## config.mk

```make
export PLATFORM = sky130hd
export DESIGN_NAME = store_buffer
export DESIGN_NICKNAME = d
export VERILOG_FILES = /design/src/rtl/store_buffer_pkg.sv /design/src/rtl/store_buffer_pack.sv /design/src/rtl/store_buffer.sv
export SDC_FILE = /design/constraint.sdc
export NUM_CORES = 1
export LEC_CHECK = 0
export CAP_MARGIN = 20
export CORE_AREA = 8 8 147 149
export CTS_CLUSTER_DIAMETER = 200
export CTS_CLUSTER_SIZE = 8
export DETAILED_ROUTE_END_ITERATION = 8
export DIE_AREA = 0 0 155 157
export PLACE_DENSITY = 0.7
export SYNTH_ARGS = -nofsm -noshare
export SYNTH_HDL_FRONTEND = slang
export SYNTH_SLANG_ARGS = --single-unit
```

## constraint.sdc

```tcl
create_clock -name clk -period 2.3 [get_ports clk]
set_input_delay 0.46 -clock clk [delete_from_list [all_inputs] [get_ports clk]]
set_output_delay 0.46 -clock clk [all_outputs]
set_load 0.005 [all_outputs]
```

## src/rtl/store_buffer_pkg.sv

```systemverilog
// Shared memory-path constants: load extender ops, store ops, byte enables.
// Also holds the store-buffer entry layout.
package store_buffer_pkg;

    typedef enum logic [2:0] {
        EXT_LB  = 3'd0,
        EXT_LBU = 3'd1,
        EXT_LH  = 3'd2,
        EXT_LHU = 3'd3,
        EXT_LW  = 3'd4
    } ext_op_e;

    typedef enum logic [1:0] {
        ST_SW  = 2'b00,
        ST_SH  = 2'b01,
        ST_SB  = 2'b10,
        ST_RSV = 2'b11
    } st_op_e;

    localparam logic [3:0] BE_WORD    = 4'b1111;
    localparam logic [3:0] BE_HALF_LO = 4'b0011;
    localparam logic [3:0] BE_HALF_HI = 4'b1100;
    localparam logic [3:0] BE_BYTE0   = 4'b0001;
    localparam logic [3:0] BE_BYTE1   = 4'b0010;
    localparam logic [3:0] BE_BYTE2   = 4'b0100;
    localparam logic [3:0] BE_BYTE3   = 4'b1000;

    typedef struct packed {
        logic [31:0] addr;
        logic [3:0]  be;
        logic [31:0] data;
    } sb_entry_t;

endpackage

```

## src/rtl/store_buffer_pack.sv

```systemverilog
// Store packer: op + low address bits + raw data -> byte enables, lane data.
// Purely combinational; flags misaligned and reserved ops.
module store_pack
    import store_buffer_pkg::*;
(
    input  st_op_e      op,
    input  logic [1:0]  addr_lo,
    input  logic [31:0] wdata,
    output logic [3:0]  be,
    output logic [31:0] data,
    output logic        illegal
);

    always_comb begin
        be      = '0;
        data    = wdata;
        illegal = 1'b0;
        unique case (op)
            ST_SW: begin
                be      = BE_WORD;
                illegal = addr_lo != 2'b00;
            end
            ST_SH: begin
                be      = addr_lo[1] ? BE_HALF_HI : BE_HALF_LO;
                data    = {2{wdata[15:0]}};
                illegal = addr_lo[0];
            end
            ST_SB: begin
                data = {4{wdata[7:0]}};
                unique case (addr_lo)
                    2'd0: be = BE_BYTE0;
                    2'd1: be = BE_BYTE1;
                    2'd2: be = BE_BYTE2;
                    2'd3: be = BE_BYTE3;
                    default: be = '0;
                endcase
            end
            default: illegal = 1'b1;
        endcase
    end

endmodule

```

## src/rtl/store_buffer.sv

```systemverilog
// Store write buffer between MEM and data memory.
// Packs requests and queues them in a small FIFO drained by valid/ready.
module store_buffer
    import store_buffer_pkg::*;
#(
    parameter int DEPTH = 2,
    parameter int CNT_W = $clog2(DEPTH) + 1
) (
    input  logic             clk,
    input  logic             reset,
    input  logic             req_valid,
    output logic             req_ready,
    input  logic [1:0]       req_op,
    input  logic [31:0]      req_addr,
    input  logic [31:0]      req_wdata,
    output logic             mem_valid,
    input  logic             mem_ready,
    output logic [31:0]      mem_addr,
    output logic [3:0]       mem_be,
    output logic [31:0]      mem_wdata,
    output logic             align_err,
    output logic             empty,
    output logic [CNT_W-1:0] count
);

    localparam int PTR_W = $clog2(DEPTH);

    sb_entry_t        fifo_q [DEPTH];
    logic [PTR_W-1:0] head_q;
    logic [PTR_W-1:0] tail_q;
    logic [CNT_W-1:0] count_q;
    logic             align_err_q;

    logic [3:0]  pk_be;
    logic [31:0] pk_data;
    logic        pk_illegal;
    logic        take;
    logic        push;
    logic        pop;
    sb_entry_t   new_entry;

    store_pack u_pack (
        .op      (st_op_e'(req_op)),
        .addr_lo (req_addr[1:0]),
        .wdata   (req_wdata),
        .be      (pk_be),
        .data    (pk_data),
        .illegal (pk_illegal)
    );

    assign req_ready = count_q != CNT_W'(DEPTH);
    assign take      = req_valid && req_ready;
    assign push      = take && !pk_illegal;
    assign pop       = mem_valid && mem_ready;

    assign new_entry.addr = {req_addr[31:2], 2'b00};
    assign new_entry.be   = pk_be;
    assign new_entry.data = pk_data;

    // Head storage drives memory directly; no bypass from the request side.
    always_ff @(posedge clk or negedge reset) begin
        if (!reset) begin
            for (int i = 0; i < DEPTH; i++) begin
                fifo_q[i] <= '0;
            end
            head_q      <= '0;
            tail_q      <= '0;
            count_q     <= '0;
            align_err_q <= 1'b0;
        end else begin
            if (push) begin
                fifo_q[tail_q] <= new_entry;
                tail_q         <= tail_q + PTR_W'(1);
            end
            if (pop) begin
                head_q <= head_q + PTR_W'(1);
            end
            count_q     <= count_q + CNT_W'(push) - CNT_W'(pop);
            align_err_q <= take && pk_illegal;
        end
    end

    assign mem_valid = count_q != '0;
    assign empty     = count_q == '0;
    assign count     = count_q;
    assign align_err = align_err_q;
    assign mem_addr  = fifo_q[head_q].addr;
    assign mem_be    = fifo_q[head_q].be;
    assign mem_wdata = fifo_q[head_q].data;

endmodule

```

==> flow_metrics.tcl, run 1 <==
set metrics [dict create \
    wl_final_um 17670 \
    post_dp_cell_area_sq_mm 0.008471 \
    fillers 1667 \
    crit_path_arrival_time_ns 1.78 \
    drt-initial-drc-count 132 \
    reg2reg_slack_ns 0.39 \
    worst_hold_path.num_cells 1 \
    timing_hold_violations_final 0 \
    maxSlewViolCount 0 \
    finalCriticalPeriod_ns 2.237 \
    powerDensity_mw_per_mm2 1380 \
    ios 144 \
    avgViaCountPerCell 4.803 \
    outcome "finished, final reports clean" \
    synth.avg_cell_area_sq_um 14.32 \
    die-width_um 155 \
    regToRegStartpoint "count[0]" \
    buffer_ports.inserted 141 \
    fin_ws_ns 0.06333 \
    grt.overflow.total 0 \
    yosys_warn_count 0 \
    drv.max_cap_violation_count 0 \
    antenna_left 0 \
    end_kind "output pin" \
    critical_path_class "reg2out" \
    crit_path_top_delay_cell "dfrtp_2" \
    worst_skew_pair.late_latency_ns 0.42 \
    worstPathMaxFanout 10 \
    cts_root_buf "clkbuf_16" \
    regToRegEndpoint "fifo_q[131]" \
    synth_sequential_area_ratio_pct 52.03 \
    layout_commonest_cell "mux2_2" \
    mostFrequentLayoutCells "mux2_2 (154), dfrtp_1 (136), clkdlybuf4s50_1 (72)" \
    design_area_sq_mm 0.009366 \
    synth_area_sq_mm 0.006589 \
    post-route-period-util_pct 97.25 \
    firstDrtPassIters 4 \
    p_leak_nw 4.272 \
    netlist-cell-type-count 31 \
    endpoints_failing_setup 0 \
    cts.htree.levels 4 \
    vdd.ir_drop.worst_mv 0.6030 \
    fp.coreArea_sq_mm 0.01921 \
    floorplan.rows 51 \
    nets 715 \
    crit_chain "buf_12 > buf_4 > buf_16 > mux2_2 > clkdlybuf4s15_1" \
    route.vias.total 4385 \
    worst_hold_path_type "reg2reg" \
    hpwlAfterDp_um 12000 \
    min_from "fifo_q[117]" \
    final.setup_skew_ns 0.005123 \
    syn-instance-count 460 \
    antenna_cells 0 \
    grtUsageTotal_pct 14.86 \
    ys_ff_latch 137 \
    cts_num_sinks 137 \
    cts-buffers-inserted 17 \
    gp_routability_congestion 0.8618 \
    hold_end "fifo_q[117]" \
    routedWlPerCell_um 19.36 \
    cp_data_required_time_ns 1.84 \
    pin_count_of_the_biggest_net_entering_global_routing 51 \
    first_global_vias 5038 \
    die_y_um 157 \
    drive_above_1_share_pct 44.14 \
    synthToLayoutAreaGrowth_pct 42.16 \
    achievable-frequency_mhz 447.1 \
    drcViolationCount 0 \
    clk_path_buf_depth 2 \
    antenna_found_initial 0 \
    cts_tree "built" \
    worst_path_largest_cell_delay_ns 0.43 \
    worst_setup_hold_path_clk_slew_ns 0.06 \
    critPathLaunchType "flop" \
    grt_pass1_wl_um 27660 \
    floorplan.die_area_sq_mm 0.02434 \
    unrepaired_setup_endpoints_after_global_routing "no" \
    pre_cts_slack_ns -0.6034 \
    floorplan.initialDensity_pct 34.30 \
    reg2regPathDepth 6 \
]
[Yosys cell counts (all sizes together)]
cell / count / area [sq um]
a21oi: 9 / 45.04
nand4: 1 / 6.260
inv: 13 / 48.80
o21ai: 2 / 10.01
nor3: 1 / 5.000
dfrtp: 137 / 3428
o21bai: 2 / 15.01
a211oi: 1 / 12.51
or2: 2 / 12.52
buf: 24 / 173.9
a22o: 8 / 70.07
clkbuf: 7 / 26.28
a22oi: 8 / 60.06
nor2: 11 / 41.29
ha: 6 / 75.07
o211ai: 1 / 12.51
xnor2: 3 / 26.28
conb: 1 / 3.750
o22ai: 8 / 50.05
nand2b: 4 / 25.02
mux2: 198 / 2380
nor2b: 1 / 6.260
and2: 2 / 12.51
nand2: 9 / 33.78
xor2: 1 / 8.760
[power breakdown]
group	total [mW]	switching [mW]	leakage (nW)	internal [mW]
Sequential	4.24	0.624	1.65	3.62
Combinational	6.03	2.13	2.35	3.90
Clock	2.65	0.967	0.275	1.69
[worst max-delay path by stage]
stage                    from       endpoint  slack [ns]
floorplan           req_op[0]    fifo_q[118]        0.24
global placement    req_op[0]     fifo_q[67]       -0.52
detailed placement  req_op[0]     fifo_q[67]       -0.60
CTS                    head_q   mem_wdata[9]       -0.04
global route           head_q  mem_wdata[12]      0.0009
finish                 head_q  mem_wdata[12]        0.06
[cell type report]
| cell class | count | area (sq um) | area share, % |
|---|---|---|---|
| Multi-Input combinational cell | 280 | 2943 | 31.42 |
| Inverter | 13 | 48.80 | 0.5210 |
| Tap cell | 265 | 331.6 | 3.540 |
| Timing Repair Buffer | 190 | 2053 | 21.92 |
| Clock buffer | 25 | 495.5 | 5.290 |
| Sequential cell | 137 | 3430 | 36.62 |
| Clock inverter | 3 | 65.06 | 0.6946 |
[through the flow]
step	setup TNS, ns	hold slack [ns]	power, mW	cells	utilization, %
after floorplan	0	0.1644	7.311	461	-
after global placement	-59.71	0.4228	10.06	866	44.10
after detailed placement	-65.94	0.4326	10.24	866	44.10
after CTS	-0.07726	0.4849	13.03	912	48.59
after global routing	0	0.4993	13.71	913	48.77
final	0	0.4813	12.92	913	48.77
[sequential cells by signal, summed over array words and instances, names as in the netlist]
name,count
count,2
fifo_q,132
tail_q,1
head_q,1
align_err,1
[layer usage]
layer	vias up	GRT usage (%)	part of all wire (%)	routed length [um]
met5	-	0	0	0
met4	0	5.180	1.5	270
met3	24	4.332	6.2	1092
met2	144	24.83	49	8594
met1	2225	18.00	44	7715
li1	1992	-	-	-
[worst max-delay path, delay by kind of cell (launching register included)]
kind,cells,cell delay (ns)
buffers and inverters,4,0.64
flip-flops,1,0.43
multiplexers,1,0.29
[cell families (layout without fill, tap and decap cells)]
| group | after synthesis | after routing | share of synthesized area (%) |
|---|---|---|---|
| AOI/OAI and AO/OA | 39 | 39 | 4.178 |
| xor gates and xnor gates | 4 | 4 | 0.5318 |
| adders and majority gates | 6 | 6 | 1.139 |
| buffers and inverters | 44 | 231 | 3.779 |
| DFF | 137 | 137 | 52.03 |
| muxes | 198 | 198 | 36.12 |
| other | 1 | 2 | 0.05691 |
| and+or+nand+nor | 31 | 31 | 2.165 |
[what timing repair did]
action	4_1_cts	5_1_grt
hold buffers	1	0
hold endpoints to repair	44	0
endpoints found under the setup margin	179	15
cloned	7	1
buffers inserted	10	0
pin swaps	1	0
gates resized for setup	122	18
No activity file was read; power rests on OpenSTA's default activity.
==> run 2: changes to the inputs <==
CORE_AREA = 8 8 158 160   (was 8 8 147 149)
CTS_CLUSTER_DIAMETER = 150   (was 200)
DIE_AREA = 0 0 166 168   (was 0 0 155 157)
PLACE_DENSITY = 0.63   (was 0.7)
SKIP_LAST_GASP = 1   (was unset)
==> run 2 against run 1 <==
Compared with the run above: the run now ends with negative setup slack left; largest power group unchanged; first-iteration DRC count up 70%; largest cell class unchanged; critical path depth down 1; sequential power about the same.
==> flow_metrics.tcl, run 2 (synthesis results as in run 1) <==
set metrics [dict create \
    outcome "finished with violations" \
    violations_in_the_final_reports "negative setup slack" \
    routedWlPerCell_um 19.20 \
    powerDensity_mw_per_mm2 1374 \
    worst_hold_path_type "reg2reg" \
    layout_commonest_cell "mux2_2" \
    tns_ns -0.07415 \
    nets 726 \
    critPathLaunchType "flop" \
    antenna_left 0 \
    fillers 2014 \
    unrepaired_setup_endpoints_after_global_routing "yes" \
    vdd.ir_drop.worst_mv 0.7097 \
    drv.max_cap_violation_count 0 \
    slew-limit-headroom_pct 65.60 \
    cts_num_sinks 137 \
    design_area_sq_mm 0.009658 \
    gp_routability_congestion 0.8639 \
    cts_tree "built" \
    crit_path_top_delay_cell "clkdlybuf4s50_1" \
    timing_hold_violations_final 0 \
    drcViolationCount 0 \
    worstPathMaxFanout 7 \
    wl_final_um 18210 \
    drive_above_1_share_pct 44.49 \
    floorplan.die_area_sq_mm 0.02789 \
    utilization_pct 43.18 \
    pin_count_of_the_biggest_net_entering_global_routing 53 \
    post-route-period-util_pct 101.1 \
    fin_ws_ns -0.02592 \
    mostFrequentLayoutCells "mux2_2 (155), dfrtp_1 (136), clkdlybuf4s50_1 (77)" \
    cts-buffers-inserted 17 \
    floorplan.initialDensity_pct 29.46 \
    first_global_vias 4921 \
    cts_root_buf "clkbuf_16" \
    synthToLayoutAreaGrowth_pct 46.58 \
    die_y_um 168 \
    grtUsageTotal_pct 12.64 \
    multiInputGateArea_sq_mm 0.002959 \
    antenna_found_initial 0 \
    worst_hold_slack_ns 0.4784 \
    finalCriticalPeriod_ns 2.326 \
    cp_data_required_time_ns 1.84 \
    worstMarginPinSlew_ns 0.5160 \
    cts.htree.levels 4 \
    die-width_um 166 \
    worst_skew_pair.late_latency_ns 0.41 \
    critical_path_class "reg2out" \
    grt_pass1_wl_um 27760 \
    buffer_ports.inserted 141 \
    firstDrtPassIters 4 \
    drt-initial-drc-count 224 \
    maxSlewViolCount 0 \
    area_occupied_by_registers_sq_mm 0.003430 \
    floorplan.rows 55 \
    regMostFlops "fifo_q" \
    endpoints_failing_setup 3 \
    final.setup_skew_ns 0.007663 \
    worst_setup_hold_path_clk_slew_ns 0.06 \
    end_kind "output pin" \
    fp.coreArea_sq_mm 0.02237 \
    post_dp_cell_area_sq_mm 0.008561 \
    hpwlAfterDp_um 12860 \
    ios 144 \
    grt.overflow.total 0 \
    largest_reg_flops 132 \
    p_leak_nw 4.823 \
    avgViaCountPerCell 4.701 \
    crit_path_arrival_time_ns 1.87 \
    clk_path_buf_depth 2 \
    antenna_cells 0 \
    worst_path_largest_cell_delay_ns 0.45 \
    crit_chain "buf_6 > buf_12 > mux2_2 > clkdlybuf4s50_1" \
    route.vias.total 4457 \
    achievable-frequency_mhz 429.9 \
]
run 2: cell types whose count changed in the layout (fill, tap and decap cells not counted), moves of 8 or more:
cell,change
dlymetal6s2s_1,+58
dlygate4sd2_1,-35
buf_4,+17
clkdlybuf4s15_1,-17
buf_2,-8
run 2: worst max-delay path: cells and delay by family, from the launching register on:
family,cells,cell delay (ns)
multiplexers,1,0.35
flip-flops,1,0.38
buffers and inverters,3,0.72
run 2: metal layers:
metal	global-route usage [%]	routed length [um]	up-vias
li1	-	-	2016
met3	4.701	1247	24
met5	0	0	-
met1	15.42	7993	2260
met2	20.73	8752	157
met4	3.399	211	0
run 2: final cells by class:
class,count,share of cell area (%)
Clock inverter,10,1.477
Sequential cell,137,35.51
Multi-Input combinational cell,280,30.64
Timing Repair Buffer,201,23.27
Clock buffer,22,4.910
Tap cell,285,3.692
Inverter,13,0.5052
run 2: worst paths after layout:
| kind | startpoint | cells past startpoint | endpoint | slack [ns] |
|---|---|---|---|---|
| min in group asynchronous | reset | 2 | fifo_q[66] | 0.56 |
| hold / removal | fifo_q[117] | 1 | fifo_q[117] | 0.48 |
| hold reg to reg | fifo_q[117] | 1 | fifo_q[117] | 0.48 |
| setup / recovery | head_q | 4 | mem_addr[19] | -0.03 |
| setup reg to reg | count[1] | 7 | count[1] | 0.39 |
| max in group asynchronous | reset | 3 | head_q | 1.12 |
run 2: report_power, final:
| group | leakage (nW) | switching [mW] | total, mW | internal, mW |
|---|---|---|---|---|
| clock network | 0.289 | 1.02 | 2.82 | 1.79 |
| logic | 2.88 | 2.11 | 6.22 | 4.11 |
| registers | 1.65 | 0.616 | 4.23 | 3.61 |
| total | 4.82 | 3.75 | 13.3 | 9.51 |
run 2: through the flow:
step	power [mW]	setup WS (ns)	instances
after detailed placement	10.36	-0.4283	893
final	13.27	-0.02592	948
after global placement	10.18	-0.4218	893
after global routing	14.08	-0.09610	948
after floorplan	7.311	0.2433	461
after CTS	13.24	-0.1279	927
run 2: what timing repair did:
action / CTS / global route
resized for setup: 5 / 73
pin swaps: 0 / 6
hold buffers: 1 / 0
buffers inserted: 1 / 15
endpoints found under the setup margin: 66 / 191
endpoints found under the hold margin: 8 / 0
gates cloned: 0 / 6
